`src/rtl/note_lane_engine.sv`:
```
// Falling-note playfield: song row memory, scroll/row FSM, windowed hit scoring
// and registered per-lane pixel-on flags for the VGA colour path.
module note_lane_engine #(
  parameter int unsigned LANES    = 3,
  parameter int unsigned DEPTH    = 8,
  parameter int unsigned LANE_W   = 200,
  parameter int unsigned LANE_GAP = 20,
  parameter int unsigned BAR_H    = 10,
  parameter int unsigned SCREEN_H = 480,
  parameter int unsigned SPEED    = 1,
  parameter int unsigned HIT_Y    = 400,
  parameter int unsigned HIT_WIN  = 16,
  parameter int unsigned SCORE_W  = 8,
  localparam int unsigned ADDR_W  = (DEPTH > 1) ? $clog2(DEPTH) : 1
) (
  input  logic               clk,
  input  logic               reset,
  input  logic               tick,
  input  logic               start,
  input  logic [LANES-1:0]   btn,
  input  logic               wr_en,
  input  logic [ADDR_W-1:0]  wr_addr,
  input  logic [LANES-1:0]   wr_data,
  input  logic [9:0]         pix_x,
  input  logic [9:0]         pix_y,
  output logic [LANES-1:0]   lane_on,
  output logic [9:0]         pos,
  output logic [ADDR_W-1:0]  row,
  output logic [SCORE_W-1:0] hits,
  output logic [SCORE_W-1:0] misses,
  output logic [1:0]         state,
  output logic               done
);

  localparam int unsigned MEM_N = 1 << ADDR_W;
  localparam int unsigned CNT_W = SCORE_W + 4;
  localparam logic [SCORE_W-1:0] SCORE_MAX = '1;

  typedef enum logic [1:0] {
    ST_IDLE = 2'b00,
    ST_PLAY = 2'b01,
    ST_DONE = 2'b11
  } state_t;

  state_t              state_q, state_d;
  logic [9:0]          pos_d;
  logic [ADDR_W-1:0]   row_d;
  logic [SCORE_W-1:0]  hits_d, misses_d;
  logic [LANES-1:0]    live_q, live_d;
  logic [LANES-1:0]    hit_vec, miss_vec;
  logic [LANES-1:0]    in_lane, lane_on_d;
  logic [10:0]         pos_nx;
  logic                in_win, y_hit;

  logic [LANES-1:0]    mem [MEM_N];

  function automatic logic [3:0] popcount(input logic [LANES-1:0] v);
    logic [3:0] n;
    n = '0;
    for (int unsigned i = 0; i < LANES; i++) n = n + 4'(v[i]);
    return n;
  endfunction

  function automatic logic [SCORE_W-1:0] sat_add(input logic [SCORE_W-1:0] a,
                                                 input logic [3:0] n);
    logic [CNT_W-1:0] s;
    s = CNT_W'(a) + CNT_W'(n);
    return (s > CNT_W'(SCORE_MAX)) ? SCORE_MAX : SCORE_W'(s);
  endfunction

  // Song memory is not reset so a loaded song survives a game reset.
  always_ff @(posedge clk) begin
    if (wr_en && state_q != ST_PLAY) mem[wr_addr] <= wr_data;
  end

  assign in_win = (11'(pos) + 11'(HIT_WIN) >= 11'(HIT_Y)) &&
                  (11'(pos) <= 11'(HIT_Y + HIT_WIN));
  assign y_hit  = (11'(pix_y) + 11'(BAR_H) >= 11'(pos)) &&
                  (11'(pix_y) <= 11'(pos) + 11'(BAR_H));

  // Unsigned wrap makes x below the lane start fail the width test too.
  for (genvar i = 0; i < int'(LANES); i++) begin : g_lane
    localparam int unsigned LO = i * (LANE_W + LANE_GAP);
    assign in_lane[i] = (32'(pix_x) - LO) < LANE_W;
  end

  assign lane_on_d = (state_q == ST_PLAY && y_hit) ? (live_q & in_lane) : '0;

  always_comb begin
    state_d  = state_q;
    pos_d    = pos;
    row_d    = row;
    hits_d   = hits;
    misses_d = misses;
    live_d   = live_q;
    hit_vec  = '0;
    miss_vec = '0;
    pos_nx   = 11'(pos) + 11'(SPEED);
    case (state_q)
      ST_PLAY: begin
        hit_vec  = btn & live_q & {LANES{in_win}};
        miss_vec = btn & ~hit_vec;
        hits_d   = sat_add(hits, popcount(hit_vec));
        misses_d = sat_add(misses, popcount(miss_vec));
        live_d   = live_q & ~hit_vec;
        // A row reload overrides any live clear made this cycle.
        if (tick) begin
          if (pos_nx < 11'(SCREEN_H)) begin
            pos_d = pos_nx[9:0];
          end else if (row == ADDR_W'(DEPTH - 1)) begin
            state_d = ST_DONE;
          end else begin
            row_d  = row + 1'b1;
            pos_d  = '0;
            live_d = mem[row_d];
          end
        end
      end
      default: begin
        if (start) begin
          state_d  = ST_PLAY;
          row_d    = '0;
          pos_d    = '0;
          hits_d   = '0;
          misses_d = '0;
          live_d   = mem[0];
        end
      end
    endcase
  end

  always_ff @(posedge clk) begin
    if (!reset) begin
      state_q <= ST_IDLE;
      pos     <= '0;
      row     <= '0;
      hits    <= '0;
      misses  <= '0;
      live_q  <= '0;
      lane_on <= '0;
      done    <= 1'b0;
    end else begin
      state_q <= state_d;
      pos     <= pos_d;
      row     <= row_d;
      hits    <= hits_d;
      misses  <= misses_d;
      live_q  <= live_d;
      lane_on <= lane_on_d;
      done    <= (state_d == ST_DONE);
    end
  end

  assign state = state_q;

endmodule

```
`config.mk`:
```
export PLATFORM = sky130hd
export DESIGN_NAME = note_lane_engine
export DESIGN_NICKNAME = d
export VERILOG_FILES = /design/src/rtl/note_lane_engine.sv
export SDC_FILE = /design/constraint.sdc
export NUM_CORES = 1
export LEC_CHECK = 0
export ABC_AREA = 1
export CORE_MARGIN = 2
export CORE_UTILIZATION = 60
export CTS_BUF_LIST = sky130_fd_sc_hd__clkbuf_2
export DETAILED_ROUTE_END_ITERATION = 6
export DONT_BUFFER_PORTS = 1
export PLACE_DENSITY = 0.73
export SYNTH_ARGS = -nofsm -noshare
export SYNTH_HDL_FRONTEND = slang
export SYNTH_SLANG_ARGS = --single-unit
```
`constraint.sdc`:
```
create_clock -name clk -period 3.6 [get_ports clk]
set_input_delay 0.72 -clock clk [delete_from_list [all_inputs] [get_ports clk]]
set_output_delay 0.72 -clock clk [all_outputs]
set_load 0.05 [all_outputs]
```
==> results_dict.tcl <==
set metrics [dict create \
    hold_viol 0 \
    antenna_cells 0 \
    grt_pass1_vias 3705 \
    yosys_register_bits 62 \
    stdcell_area_mm2 0.004848 \
    ys_types 40 \
    netlist_area_mm2 0.004354 \
    antenna_found_initial 0 \
    synth.area.top_cells "dfxtp_1 17%, edfxtp_1 17%, nand2_1 11%" \
    overflow 0 \
    start_util_pct 61.01 \
    cp.required_ns 4.04 \
    cp_max_fo 7 \
    wirelength_um 10190 \
    slew_headroom_pct 53.23 \
    drt-pass1-iter-count 6 \
    place_hpwl_um 8019 \
    min_period_over_period_pct 96.37 \
    die_w_um 89.19 \
    clockBufferDepth 2 \
    worstHoldStart "wr_data[2]" \
    rsz0062_at_grt "true" \
    async_reset_ff_share_pct 0 \
    synth-edff-count 24 \
    cts_inserted_buffers 9 \
    cp-startpoint "pos[5]" \
    synth.top_cell.area_share_pct 17.47 \
    ant_nets 0 \
    grt_max_degree 15 \
    grt_pass1_wl_um 16350 \
    r2r-start "pos[5]" \
    cts-htree-levels 3 \
    placement_rows 31 \
    drv_cap 0 \
    ys.flop_type "dfxtp_1" \
    placed_cell_area_mm2 0.004571 \
    final_max_slew_viol_count 0 \
    syn_avg_cell_area_um2 7.293 \
    finalNonFillerCells 729 \
    p_leak_nw 2.146 \
    core_mm2 0.007137 \
    ys_seq_area_share_pct 34.02 \
    finalSetupViolCount 0 \
    ir_drop_mv 0.3070 \
    cts_num_sinks 62 \
    synth.net_count 669 \
    clk_latency_ns 0.50 \
    endpoint_kind "flop" \
    period_minus_slack_ns 3.469 \
    worstMarginPinSlew_ns 0.7006 \
    cts_tree "done" \
    p_per_area_mw_per_mm2 317.2 \
    crit_path_start_kind "flop" \
    final_core_util_pct 67.93 \
    gp_congestion 0.8826 \
    n_fill_cell 658 \
    io_pins 69 \
    cp_data_arrival_time_ns 3.91 \
    synthCells 597 \
    root_buffer "clkbuf_2" \
    die_h_um 89.19 \
    via_per_inst 5.523 \
    wl_per_cell_um 13.98 \
    status "finished, final reports clean" \
    drc 0 \
    synth_largest_area_cell "dfxtp_1" \
    finClkSkew_ns 0.03022 \
    place_inst 705 \
    hold_slack_ns 0.2987 \
    holdBufCountCts 0 \
    port_buffers 0 \
    nNetsFinal 697 \
    synth_most_common_cell "nand2_1" \
    fmax_mhz 288.2 \
    netlist_top_cells_count "125 x nand2_1, 82 x nor2_1, 77 x inv_1" \
    num_vias 4026 \
    area_delta_synth_final_pct 11.35 \
    critical_path_class "reg2reg" \
    dieArea_mm2 0.007954 \
    drive_gt1_share_pct 15.08 \
    grt_usage_pct 26.48 \
    clk_pin_slew_ns 0.20 \
    min_path_type "in2reg" \
    first_iter_violations 188 \
    yosys_warnings 0 \
]
## critical path: stages (launching register included)
cell,delay [ns]
dfxtp_4,0.44
inv_1,0.07
ha_1,0.28
a21oi_2,0.13
nand3_2,0.10
nand3_2,0.09
nand2_2,0.06
nand3b_1,0.14
inv_2,0.05
fa_1,0.51
ha_2,0.17
inv_1,0.06
fa_2,0.38
nor2_2,0.12
nand2_2,0.09
nor3_4,0.21
nand2_2,0.09
inv_2,0.10
nand2_4,0.07
inv_4,0.09
a21oi_1,0.04
o22ai_1,0.12
## path summary, 6_finish.rpt
path / end / slack [ns] / cells past startpoint
max: hits[5] / 0.13 / 21
min: mem[0][2] / 0.30 / 0
max reg2reg: hits[5] / 0.13 / 21
min reg2reg: lane_on[2] / 0.54 / 2
## sequential cells by signal, indices dropped and copies added, names as in the netlist
name and count:
mem 24, pos 10, hits 8, misses 8, lane_on 3, live_q 3, row 3, state 2
done 1
## stage by stage
stage          worst slack (ns)  power [W]  TNS [ns]
6_report                 0.1307   0.001538         0
5_1_grt                -0.08089   0.001628   -0.3657
4_1_cts               0.0006586   0.001539         0
3_5_place_dp           -0.04740   0.001115  -0.09996
3_3_place_gp            0.01375   0.001105         0
2_1_floorplan          0.006508   0.001041         0
## cell type report
cell class	instances	area, um^2	area share (%)
timing repair buffer	26	195.2	4.026
multi-input combinational	444	2616	53.96
tap	99	123.9	2.555
sequential	62	1491	30.76
inverter	82	312.8	6.452
clock inverter	7	63.81	1.316
clock buffer	9	45.04	0.9290
## cell usage in the layout (no fill, tap or decap), types with 3 or more instances in the layout
cell / n
inv_1: 71
inv_2: 9
clkbuf_2: 9
nand3_2: 4
o22ai_1: 7
nand4_1: 10
nor2_2: 3
xor2_1: 14
ha_2: 3
nand2_4: 5
a21oi_1: 38
nor2_4: 5
nor3_1: 5
clkinv_2: 3
inv_4: 3
edfxtp_1: 24
nand2_1: 120
o21ai_1: 5
ha_1: 30
nand2_2: 9
o21ai_0: 38
xnor2_1: 3
nand3_1: 35
nor2_1: 79
buf_4: 26
dfxtp_1: 34
nand3b_1: 4
## report_power, final
part,switching (W),total [W],leakage [nW],internal [W]
logic,0.000208,0.000326,1.54,0.000118
registers,0.0000378,0.000785,0.529,0.000748
clock network,0.000270,0.000427,0.0734,0.000157
## cell families (layout without fill, tap and decap cells)
kind of cell,after synthesis,after routing,share of synthesized area [%]
compound gates,102,102,12.99
buf+inv,91,124,8.103
xor+xnor,17,17,3.420
flops,62,62,34.02
fa+ha+maj,38,38,11.61
simple gates,287,287,29.86
## metal layers
| metal | track usage [%] | wire (um) |
|---|---|---|
| met2 | 47.14 | 5219 |
| met1 | 31.50 | 4263 |
| met5 | 0 | 0 |
| met3 | 6.279 | 537 |
| met4 | 8.412 | 172 |
## timing repair
| action | 4_1_cts | 5_1_grt |
|---|---|---|
| resized for setup | 4 | 35 |
| buffers inserted | 0 | 8 |
| setup endpoints to repair | 7 | 16 |
| hold endpoints to repair | 0 | 0 |
| pin swaps | 0 | 14 |
(Power assumes the default switching activity.)
